## config.mk

```make
export PLATFORM = sky130hd
export DESIGN_NAME = alu_issue_stage
export DESIGN_NICKNAME = d
export VERILOG_FILES = /design/src/rtl/alu_issue_stage.sv
export SDC_FILE = /design/constraint.sdc
export NUM_CORES = 1
export LEC_CHECK = 0
export CORE_MARGIN = 4
export CORE_UTILIZATION = 43
export CTS_BUF_LIST = sky130_fd_sc_hd__clkbuf_16
export CTS_CLUSTER_DIAMETER = 200
export CTS_CLUSTER_SIZE = 30
export DETAILED_ROUTE_END_ITERATION = 7
export PLACE_DENSITY = 0.86
export SYNTH_ARGS = -nofsm -noshare
export SYNTH_HDL_FRONTEND = slang
export SYNTH_SLANG_ARGS = --single-unit
```

## constraint.sdc

```tcl
create_clock -name clk -period 4.65 [get_ports clk]
set_input_delay 0.93 -clock clk [delete_from_list [all_inputs] [get_ports clk]]
set_output_delay 0.93 -clock clk [all_outputs]
set_load 0.01 [all_outputs]
```

## src/rtl/alu_issue_stage.sv

```systemverilog
`default_nettype none
// ============================================================================
// Module      : alu_issue_stage
// Description : ID/EX issue stage. Decodes opcode/funct fields into a 4-bit
//               ALU operation, selects the a/b operands and presents them
//               registered to EX under a valid/ready handshake. Supports
//               flush and counts completed output handshakes.
//               Optional macro ALU_ISSUE_SKID_EN adds a one-entry skid
//               buffer so that in_ready does not depend on out_ready.
// Revision    : 1.0 - initial release
// ============================================================================
module alu_issue_stage #(
    parameter int XLEN = 32
) (
    input  logic            clk,
    input  logic            rst,
    input  logic            in_valid,
    output logic            in_ready,
    input  logic [6:0]      opcode,
    input  logic [2:0]      funct3,
    input  logic            funct7_5,
    input  logic [XLEN-1:0] rs1_val,
    input  logic [XLEN-1:0] rs2_val,
    input  logic [XLEN-1:0] imm,
    input  logic [XLEN-1:0] pc,
    input  logic            flush,
    output logic            out_valid,
    input  logic            out_ready,
    output logic [XLEN-1:0] alu_a,
    output logic [XLEN-1:0] alu_b,
    output logic [3:0]      alu_control,
    output logic            illegal,
    output logic [31:0]     issue_count
);

    // ALU operation codes
    localparam logic [3:0] c_ALU_AND  = 4'b0000;
    localparam logic [3:0] c_ALU_OR   = 4'b0001;
    localparam logic [3:0] c_ALU_ADD  = 4'b0010;
    localparam logic [3:0] c_ALU_SUB  = 4'b0110;
    localparam logic [3:0] c_ALU_SLT  = 4'b0111;
    localparam logic [3:0] c_ALU_XOR  = 4'b1000;
    localparam logic [3:0] c_ALU_SLL  = 4'b1001;
    localparam logic [3:0] c_ALU_SLTU = 4'b1010;
    localparam logic [3:0] c_ALU_SRL  = 4'b1011;
    localparam logic [3:0] c_ALU_SRA  = 4'b1100;
    localparam logic [3:0] c_ALU_ILL  = 4'b1111;

    // Major opcodes
    localparam logic [6:0] c_OP_R      = 7'b0110011;
    localparam logic [6:0] c_OP_I      = 7'b0010011;
    localparam logic [6:0] c_OP_LOAD   = 7'b0000011;
    localparam logic [6:0] c_OP_STORE  = 7'b0100011;
    localparam logic [6:0] c_OP_BRANCH = 7'b1100011;
    localparam logic [6:0] c_OP_LUI    = 7'b0110111;
    localparam logic [6:0] c_OP_AUIPC  = 7'b0010111;
    localparam logic [6:0] c_OP_JAL    = 7'b1101111;
    localparam logic [6:0] c_OP_JALR   = 7'b1100111;

    // Payload layout: {illegal, alu_control, alu_a, alu_b}
    localparam int             c_PW          = 2 * XLEN + 5;
    localparam logic [c_PW-1:0] c_RST_PAYLOAD = {1'b0, c_ALU_ADD, {(2 * XLEN){1'b0}}};

    // Arithmetic funct3 mapping shared by R-type and I-type; sub_ok is low
    // for I-type because ADDI has no subtract form.
    function automatic logic [3:0] f_arith(input logic [2:0] f3,
                                           input logic       f75,
                                           input logic       sub_ok);
        logic [3:0] code;
        case (f3)
            3'b000:  code = (sub_ok && f75) ? c_ALU_SUB : c_ALU_ADD;
            3'b001:  code = c_ALU_SLL;
            3'b010:  code = c_ALU_SLT;
            3'b011:  code = c_ALU_SLTU;
            3'b100:  code = c_ALU_XOR;
            3'b101:  code = f75 ? c_ALU_SRA : c_ALU_SRL;
            3'b110:  code = c_ALU_OR;
            default: code = c_ALU_AND;
        endcase
        return code;
    endfunction

    logic [3:0]      w_ctrl;
    logic [XLEN-1:0] w_a;
    logic [XLEN-1:0] w_b;
    logic            w_illegal;
    logic [c_PW-1:0] w_payload;
    logic            w_accept;
    logic            w_hs;

    logic            r_out_valid;
    logic [c_PW-1:0] r_out;
    logic [31:0]     r_count;

    // Decode the incoming instruction into operation and operand selection
    always_comb begin
        w_ctrl    = c_ALU_ADD;
        w_a       = rs1_val;
        w_b       = rs2_val;
        w_illegal = 1'b0;
        case (opcode)
            c_OP_R: begin
                w_ctrl = f_arith(funct3, funct7_5, 1'b1);
            end
            c_OP_I: begin
                w_b    = imm;
                w_ctrl = f_arith(funct3, funct7_5, 1'b0);
            end
            c_OP_LOAD, c_OP_STORE: begin
                w_b = imm;
            end
            c_OP_BRANCH: begin
                case (funct3)
                    3'b000, 3'b001: w_ctrl = c_ALU_SUB;
                    3'b100, 3'b101: w_ctrl = c_ALU_SLT;
                    3'b110, 3'b111: w_ctrl = c_ALU_SLTU;
                    default: begin
                        w_ctrl    = c_ALU_ILL;
                        w_illegal = 1'b1;
                    end
                endcase
            end
            c_OP_LUI: begin
                w_a = '0;
                w_b = imm;
            end
            c_OP_AUIPC: begin
                w_a = pc;
                w_b = imm;
            end
            c_OP_JAL, c_OP_JALR: begin
                // Link value pc + 4
                w_a = pc;
                w_b = XLEN'(4);
            end
            default: begin
                w_ctrl    = c_ALU_ILL;
                w_illegal = 1'b1;
            end
        endcase
    end

    assign w_payload = {w_illegal, w_ctrl, w_a, w_b};
    assign w_accept  = in_valid && in_ready;
    assign w_hs      = r_out_valid && out_ready;

`ifdef ALU_ISSUE_SKID_EN
    logic            r_skid_valid;
    logic [c_PW-1:0] r_skid;

    // Ready depends only on skid occupancy, never on out_ready
    assign in_ready = !rst && !r_skid_valid;

    // Output register plus skid entry; skid drains first to keep order
    always_ff @(posedge clk) begin
        if (rst) begin
            r_out_valid  <= 1'b0;
            r_out        <= c_RST_PAYLOAD;
            r_skid_valid <= 1'b0;
            r_skid       <= '0;
        end else if (flush) begin
            r_out_valid  <= 1'b0;
            r_skid_valid <= 1'b0;
        end else if (!r_out_valid || out_ready) begin
            if (r_skid_valid) begin
                r_out        <= r_skid;
                r_out_valid  <= 1'b1;
                r_skid_valid <= 1'b0;
            end else if (w_accept) begin
                r_out       <= w_payload;
                r_out_valid <= 1'b1;
            end else begin
                r_out_valid <= 1'b0;
            end
        end else if (w_accept) begin
            r_skid       <= w_payload;
            r_skid_valid <= 1'b1;
        end
    end
`else
    // Accept whenever the output slot is empty or being drained this cycle
    assign in_ready = !rst && (!r_out_valid || out_ready);

    // Output register: load on accept, drop valid after an unreplaced handshake
    always_ff @(posedge clk) begin
        if (rst) begin
            r_out_valid <= 1'b0;
            r_out       <= c_RST_PAYLOAD;
        end else if (flush) begin
            r_out_valid <= 1'b0;
        end else if (w_accept) begin
            r_out       <= w_payload;
            r_out_valid <= 1'b1;
        end else if (w_hs) begin
            r_out_valid <= 1'b0;
        end
    end
`endif

    // Count completed output handshakes, including one coinciding with flush
    always_ff @(posedge clk) begin
        if (rst) begin
            r_count <= '0;
        end else if (w_hs) begin
            r_count <= r_count + 32'd1;
        end
    end

    assign out_valid                             = r_out_valid;
    assign {illegal, alu_control, alu_a, alu_b} = r_out;
    assign issue_count                           = r_count;

endmodule
`default_nettype wire

```

==> impl_results.rst, run 1 <==
.. list-table::
   :header-rows: 1

   * - Metric
     - Value
   * - Endpoint of the worst-slack reg-to-reg timing path
     - issue_count[28]
   * - Fin Clk Skew
     - 0.00857 ns
   * - Final Routed Wirelength
     - 16.8 mm
   * - Dpl hpwl
     - 12.3 mm
   * - Most area-hungry cell type in the Yosys netlist
     - sky130_fd_sc_hd__dfxtp_1
   * - Top-area cell type share of the netlist area
     - 42.8%
   * - Number of cells in the design after placement
     - 912
   * - I/O Buffers
     - 246
   * - Synth Net Count
     - 713
   * - Number of max-slew violations in the final report
     - 0
   * - RSZ-0062 raised after global routing
     - no
   * - Warning count from the yosys run
     - 0
   * - Final clock period utilization by the worst path
     - 67.4%
   * - Sequential-to-total area share from yosys stat
     - 42.8%
   * - Cell area after synthesis
     - 4780 µm²
   * - Core Footprint
     - 10,800 µm²
   * - Worst hold slack across all endpoints
     - 0.478 ns
   * - Synth async-reset ratio
     - 0%
   * - # DRC
     - 0
   * - Register bit total from synthesis
     - 102
   * - Top Family by Delay on Critical Path
     - buffers and inverters
   * - Static leakage
     - 2.57 nW
   * - Final critical-path required period
     - 3.13 ns
   * - Critical Path Source Type
     - primary input
   * - Wire length of the first global-routing pass
     - 26.5 mm
   * - Num CTS Buffers
     - 9
   * - Final setup TNS
     - 0 ns
   * - Critical Path Slowest Stage Cell
     - sky130_fd_sc_hd__clkdlybuf4s50_1
   * - Minimum setup slack after placement
     - 1.30 ns
   * - Share of the core filled with cells in the final layout
     - 69.5%
   * - Cell depth of the worst flop-to-flop path
     - 5
   * - GR Overflow Total
     - 0
   * - Cell seen most often among critical-path stages
     - sky130_fd_sc_hd__clkdlybuf4s50_1
   * - Initial antenna violation count
     - 0
   * - Horizontal die dimension
     - 113 µm
   * - Synthesis-to-layout area growth
     - 57.7%
   * - Die outline area
     - 12,900 µm²
   * - Number of I/O pins
     - 247
   * - Power density cells
     - 267 nW/µm²
   * - Post-Synthesis Cells
     - 568
   * - Largest stage delay, worst path
     - 0.56 ns
   * - Result of the run
     - finished clean
   * - Worst path cell trace
     - clkdlybuf4s50_1 > nor2b_1 > nor2_1 > clkdlybuf4s50_1
   * - Number of gates resized after cts
     - 0
   * - Depth of the critical timing path with buffers and inverters included
     - 4
   * - Number of global-route vias before repair
     - 5,379
   * - Critical Setup Path Class
     - in2out
   * - Number of enable flip-flop cells after synthesis
     - 0
   * - Total via count in the routed design
     - 5,400
   * - Max-cap violations
     - 0
   * - Critical path origin
     - out_ready
   * - Diode insertion count for antenna repair
     - 0
   * - CP endpoint
     - in_ready
   * - Final Setup Violations
     - 0
   * - Effective utilization at floorplan
     - 44.1%
   * - Share of cells above drive strength 1
     - 4.45%
   * - Min setup slack post-route
     - 1.52 ns
   * - Final GP Congestion
     - 0.828
   * - Violation count after the first detailed-routing iteration
     - 457
   * - Aggregate global-route resource usage
     - 24.9%
   * - Synth Flop Type
     - sky130_fd_sc_hd__dfxtp_1
   * - TritonCTS clock tree
     - yes
   * - Number of different library cells in the post-synthesis netlist
     - 54
   * - Longest Clk Path Bufs
     - 2
   * - Reg clk slew, reported paths
     - 0.07 ns
   * - Sinks on Clock Net
     - 102
   * - Req. time, crit path
     - 3.72 ns
   * - Peak Freq
     - 319 MHz
   * - Endpoint type of the worst setup path
     - output pin
   * - Pin count of the biggest net entering global routing
     - 69
   * - Critical path arrival
     - 2.20 ns
   * - Via-to-Cell Ratio
     - 5.83
   * - Htree depth
     - 3
   * - Cts-stage hold buffer count
     - 0
   * - Class of the tightest hold or removal check
     - reg2reg
   * - Syn avg cell area
     - 8.41 µm²
   * - Worst Max-Slew Pin Slew
     - 0.878 ns
   * - Worst vdd rail ir drop
     - 190 µV
   * - Crit path buffers/inverters
     - 2
   * - Die Ht
     - 113 µm
   * - Final #Nets
     - 928
   * - Number of setup buffers added after CTS
     - 0
   * - Critical register-to-register path startpoint
     - issue_count[0]
   * - Main area contributors after synthesis
     - sky130_fd_sc_hd__dfxtp_1 (43%), sky130_fd_sc_hd__nor2_1 (6.4%), sky130_fd_sc_hd__a221oi_1 (5.9%)
   * - Placement row count
     - 38
   * - Worst-case register-to-register setup slack
     - 2.54 ns
   * - Detailed-routing iteration count for the pre-antenna-repair pass
     - 5
   * - Number of cells in the finished layout apart from fillers
     - 927
   * - Final Hold Vio Count
     - 0
   * - Root Buffer Master
     - sky130_fd_sc_hd__clkbuf_16
   * - Clock latency of the later-clocked register in the worst-skew pair
     - 0.33 ns
   * - DRT antenna net count
     - 0
   * - Worst slew slack as a fraction of its limit
     - 41.5%
   * - Maximum net fanout on the critical path
     - 6
   * - Post-detailed-route wirelength per cell
     - 18.1 µm
-- state kept, by name (all words and copies together) (netlist names) --
| name | count |
|---|---|
| issue_count | 32 |
| r_out | 69 |
| out_valid | 1 |
-- layer usage --
metal | vias to the layer above | share of wire, % | track usage, %
met5 | - | 0 | 0
met3 | 40 | 7.3 | 6.42
met4 | 0 | 3.1 | 8.65
met1 | 2580 | 40 | 29.9
li1 | 2554 | - | -
met2 | 226 | 50 | 43.3
-- layout make-up --
cell class / count / area, µm²
inverters: 5 / 18.8
clock buffers: 9 / 225
multi-input cells: 411 / 2490
flip-flops and latches: 102 / 2040
repair buffers: 254 / 2520
well taps: 140 / 175
fillers: 843 / 3310
clock inverters: 6 / 63.8
-- report_power, final --
part	leakage, nW	internal [mW]	switching (mW)	total (mW)
combinational	1.60	0.199	0.138	0.337
clock	0.143	0.415	0.335	0.750
sequential	0.830	0.905	0.0181	0.923
-- cells in the final DEF (no fill, tap or decap), types with 5 or more instances in the layout --
cell                                n
sky130_fd_sc_hd__nand2b_1           5
sky130_fd_sc_hd__and3_1             5
sky130_fd_sc_hd__o21ai_0           36
sky130_fd_sc_hd__nand4_1            5
sky130_fd_sc_hd__nor2_1            82
sky130_fd_sc_hd__a221oi_1          32
sky130_fd_sc_hd__inv_1              6
sky130_fd_sc_hd__a211oi_1          32
sky130_fd_sc_hd__clkdlybuf4s50_1  245
sky130_fd_sc_hd__a21oi_1           54
sky130_fd_sc_hd__xor2_1             9
sky130_fd_sc_hd__dfxtp_1          102
sky130_fd_sc_hd__buf_4              9
sky130_fd_sc_hd__nand2_1           18
sky130_fd_sc_hd__or4_1             17
sky130_fd_sc_hd__clkbuf_16          9
sky130_fd_sc_hd__nand3_1           11
sky130_fd_sc_hd__o31ai_1           17
sky130_fd_sc_hd__nor3_1            36
-- how the worst min path moves through the flow --
stage / cells after the start / slack, ns / startpoint / to
global placement: 1 / 0.45 / r_out[65] / r_out[65]
finish: 1 / 0.48 / r_out[65] / r_out[65]
global route: 2 / 0.51 / r_out[49] / r_out[49]
detailed placement: 1 / 0.46 / r_out[65] / r_out[65]
CTS: 1 / 0.48 / r_out[65] / r_out[65]
floorplan: 2 / 0.50 / issue_count[31] / issue_count[31]
-- cells in the mapped netlist (all sizes together) (9+ instances only) --
cell / number
o21ai: 36
clkbuf: 31
o31ai: 17
nor2: 82
xor2: 9
nand2: 18
or4: 17
a211oi: 32
a221oi: 32
nor3: 36
buf: 19
nand3: 13
a21oi: 55
dfxtp: 102
-- kinds of logic after synthesis --
family	count (synthesis)	synth area share [%]
AND/OR/NAND/NOR	209	23.0
adder cells (fa/ha/maj)	1	0.262
buffers and inverters	55	5.40
XOR/XNOR	10	1.83
multiplexers	3	0.681
AO/OA/AOI/OAI	188	26.1
flip-flops	102	42.8
-- worst reg2reg max path, cell delays in order, from the launching register on --
cell,delay (ns)
sky130_fd_sc_hd__dfxtp_1,0.40
sky130_fd_sc_hd__ha_1,0.16
sky130_fd_sc_hd__and3_1,0.38
sky130_fd_sc_hd__nand4_1,0.36
sky130_fd_sc_hd__or4_1,0.57
sky130_fd_sc_hd__a21oi_1,0.17
-- through the flow --
stage | power (mW) | cell area, µm²
4_1_cts | 2.02 | 7530
3_5_place_dp | 1.28 | 7240
2_1_floorplan | 1.06 | 4780
5_1_grt | 2.08 | 7530
6_report | 2.01 | 7530
3_3_place_gp | 1.27 | 7240
(Power assumes the default switching activity.)
==> run 2: changes to the inputs <==
Settings changed: CORE_UTILIZATION 43 to 36, PLACE_DENSITY 0.86 to 0.77.
Clock period 4.65 ns to 2.8 ns, I/O delays scaled along.
==> impl_results.rst, run 2 (synthesized netlist as in run 1, its figures left out) <==
.. list-table::
   :header-rows: 1

   * - Metric
     - Value
   * - Result of the run
     - finished clean
   * - Horizontal die dimension
     - 123 µm (+8.6%)
   * - Number of max-slew violations in the final report
     - 0 (unchanged)
   * - Die outline area
     - 15,200 µm² (+18%)
   * - Maximum net fanout on the critical path
     - 6 (unchanged)
   * - Final #Nets
     - 934 (+0.65%)
   * - Synthesis-to-layout area growth
     - 60.8%
   * - # DRC
     - 0 (unchanged)
   * - DRT antenna net count
     - 0 (unchanged)
   * - Clk pwr share
     - 39.2% (+1.9 points)
   * - Critical Path Source Type
     - primary input
   * - Initial antenna violation count
     - 0 (unchanged)
   * - Crit path buffers/inverters
     - 2 (unchanged)
   * - Pin count of the biggest net entering global routing
     - 89 (+29%)
   * - Proportion of power drawn by flip-flops and latches
     - 44.4% (-1.5 points)
   * - Final setup TNS
     - 0 ns (unchanged)
   * - Endpoint of the worst-slack reg-to-reg timing path
     - issue_count[28]
   * - Largest register FFs
     - 69 (unchanged)
   * - Final critical-path required period
     - 2.41 ns
   * - GR Overflow Total
     - 0 (unchanged)
   * - Worst Max-Slew Pin Slew
     - 0.961 ns (+0.0832 ns)
   * - Static leakage
     - 2.62 nW (+2.0%)
   * - Core Footprint
     - 12,800 µm² (+18%)
   * - Max-cap violations
     - 0 (unchanged)
   * - Htree depth
     - 3 (unchanged)
   * - Sinks on Clock Net
     - 102 (unchanged)
   * - Number of global-route vias before repair
     - 5,204 (-3.3%)
   * - Share of the core filled with cells in the final layout
     - 59.9% (-9.6 points)
   * - Die Ht
     - 123 µm (+8.6%)
   * - Fin Clk Skew
     - 0.00896 ns (+0.000390 ns)
   * - Worst slew slack as a fraction of its limit
     - 35.9% (-5.5 points)
   * - Diode insertion count for antenna repair
     - 0 (unchanged)
   * - Number of filler instances in the final layout
     - 1,124 (+33%)
   * - Depth of the critical timing path with buffers and inverters included
     - 4 (unchanged)
   * - Startpoint of the lowest-slack hold path
     - r_out[65]
   * - Number of cells in the design after placement
     - 950 (+4.2%)
   * - Final Hold Vio Count
     - 0 (unchanged)
   * - Final GP Congestion
     - 0.853 (+3.0%)
   * - TritonCTS clock tree
     - yes
   * - Detailed-routing iteration count for the pre-antenna-repair pass
     - 5 (unchanged)
   * - Dpl hpwl
     - 12.1 mm (-1.7%)
   * - Aggregate global-route resource usage
     - 21.2% (-3.7 points)
   * - Net switching component of the power
     - 829 µW (+69%)
   * - I/O Buffers
     - 246 (unchanged)
   * - Worst path cell trace
     - clkdlybuf4s50_1 > nor2b_1 > nor2_1 > clkdlybuf4s50_1
   * - Worst hold slack across all endpoints
     - 0.466 ns (-0.0119 ns)
   * - Number of gates resized after cts
     - 0 (unchanged)
   * - Number of cells traversed by the worst hold path
     - 1 (unchanged)
   * - Via-to-Cell Ratio
     - 5.57 (-4.4%)
   * - Placement row count
     - 41 (+7.9%)
   * - Largest stage delay, worst path
     - 0.56 ns (about the same)
   * - Critical register-to-register path startpoint
     - issue_count[13]
   * - Hold Crit Endpoint
     - r_out[65]
   * - Class of the tightest hold or removal check
     - reg2reg
   * - Dpl cell area
     - 7360 µm² (+1.7%)
   * - Fraction of power spent switching nets
     - 24.0% (-0.37 points)
   * - RSZ-0062 raised after global routing
     - no
   * - Total via count in the routed design
     - 5,378 (-0.41%)
   * - Number of I/O pins
     - 247 (unchanged)
   * - Effective utilization at floorplan
     - 37.2% (-6.8 points)
   * - Number of setup buffers added after CTS
     - 0 (unchanged)
   * - Final Setup Violations
     - 0 (unchanged)
   * - Critical Path Slowest Stage Cell
     - sky130_fd_sc_hd__clkdlybuf4s50_1
   * - Share of cells above drive strength 1
     - 5.16% (+0.72 points)
   * - Top Family by Delay on Critical Path
     - buffers and inverters
   * - Power density cells
     - 449 nW/µm² (+68%)
   * - Power Internal
     - 2.62 mW (+72%)
   * - Gate power share
     - 16.3% (-0.5 points)
   * - Leading cell type in the layout, fill and taps excluded
     - sky130_fd_sc_hd__clkdlybuf4s50_1
   * - Cell depth of the worst flop-to-flop path
     - 4 (-1)
   * - Longest Clk Path Bufs
     - 2 (unchanged)
   * - Critical path arrival
     - 1.85 ns (-0.35 ns)
   * - Number of cells in the finished layout apart from fillers
     - 966 (+4.2%)
   * - Critical Setup Path Class
     - in2out
   * - Summed area of non-filler cells in the final layout
     - 7680 µm² (+2.0%)
   * - Peak Freq
     - 415 MHz
   * - Wire length of the first global-routing pass
     - 25.6 mm (-3.4%)
   * - Endpoint type of the worst setup path
     - output pin
   * - Cts-stage hold buffer count
     - 0 (unchanged)
   * - Worst vdd rail ir drop
     - 328 µV (+73%)
   * - Final clock period utilization by the worst path
     - 86.0%
   * - Num CTS Buffers
     - 9 (unchanged)
   * - Violation count after the first detailed-routing iteration
     - 455 (-0.44%)
   * - Req. time, crit path
     - 2.24 ns (-1.48 ns)
   * - Top library cells by usage in the layout, fill and taps aside
     - sky130_fd_sc_hd__clkdlybuf4s50_1 (245), sky130_fd_sc_hd__dfxtp_1 (102), sky130_fd_sc_hd__nor2_1 (82)
   * - Biggest register
     - r_out
   * - Post-detailed-route wirelength per cell
     - 17.3 µm (-4.5%)
   * - Worst-case register-to-register setup slack
     - 0.89 ns (-1.65 ns)
   * - Cell seen most often among critical-path stages
     - sky130_fd_sc_hd__clkdlybuf4s50_1
   * - Clock latency of the later-clocked register in the worst-skew pair
     - 0.35 ns (+0.02 ns)
   * - Final Routed Wirelength
     - 16.7 mm (-0.51%)
   * - Root Buffer Master
     - sky130_fd_sc_hd__clkbuf_16
   * - Reg clk slew, reported paths
     - 0.07 ns (about the same)
==> run 2: cell count changes in the layout (fill, tap and decap cells not counted) <==
cell                         delta
sky130_fd_sc_hd__buf_12         +3
sky130_fd_sc_hd__buf_4          +3
sky130_fd_sc_hd__bufinv_16      +1
sky130_fd_sc_hd__clkinv_2       -1
sky130_fd_sc_hd__clkinvlp_4     +1
sky130_fd_sc_hd__inv_1          +1
sky130_fd_sc_hd__inv_6          -1
==> run 2: per-stage QoR <==
stage / setup WS [ns] / power (mW)
after floorplan: 0.730 / 1.76
after global placement: 0.393 / 2.12
after detailed placement: 0.320 / 2.13
after CTS: 0.403 / 3.47
after global routing: 0.339 / 3.58
final: 0.393 / 3.45
==> run 2: metal layers <==
| metal | routed length [µm] | track usage, % | vias up |
|---|---|---|---|
| met5 | 0 | 0 | - |
| met4 | 456 | 8.65 | 0 |
| met3 | 1380 | 5.49 | 29 |
| met2 | 8270 | 36.3 | 228 |
| met1 | 6570 | 25.3 | 2543 |
| li1 | - | - | 2578 |
==> run 2: layout make-up <==
class | count | area (µm²) | share of cell area (%)
multi-input combinational | 411 | 2490 | 32.4
clock buffer | 9 | 225 | 2.93
timing repair buffer | 260 | 2600 | 33.9
tap | 172 | 215 | 2.80
clock inverter | 7 | 91.3 | 1.19
sequential | 102 | 2040 | 26.6
inverter | 5 | 18.8 | 0.244
==> run 2: how the worst max path moves through the flow <==
| stage | from | endpoint | slack (ns) |
|---|---|---|---|
| 2_1_floorplan | rst | in_ready | 0.73 |
| 3_3_place_gp | opcode[5] | r_out[47] | 0.39 |
| 3_5_place_dp | opcode[6] | r_out[41] | 0.32 |
| 4_1_cts | out_ready | in_ready | 0.40 |
| 5_1_grt | out_ready | in_ready | 0.34 |
| 6_report | out_ready | in_ready | 0.39 |
==> run 2: worst reg2reg max path: cells and delay by family, from the launching register on <==
kind,cells,cell delay (ns)
AO/OA/AOI/OAI,1,0.17
AND/OR/NAND/NOR,3,1.20
flip-flops,1,0.45
==> run 2: power groups by stage <==
| stage | Clock, mW | Sequential, mW | Combinational (mW) |
|---|---|---|---|
| 2_1_floorplan | 0 | 1.59 | 0.169 |
| 3_3_place_gp | 0 | 1.56 | 0.552 |
| 3_5_place_dp | 0 | 1.57 | 0.563 |
| 4_1_cts | 1.37 | 1.53 | 0.567 |
| 5_1_grt | 1.44 | 1.54 | 0.609 |
| 6_report | 1.35 | 1.53 | 0.563 |
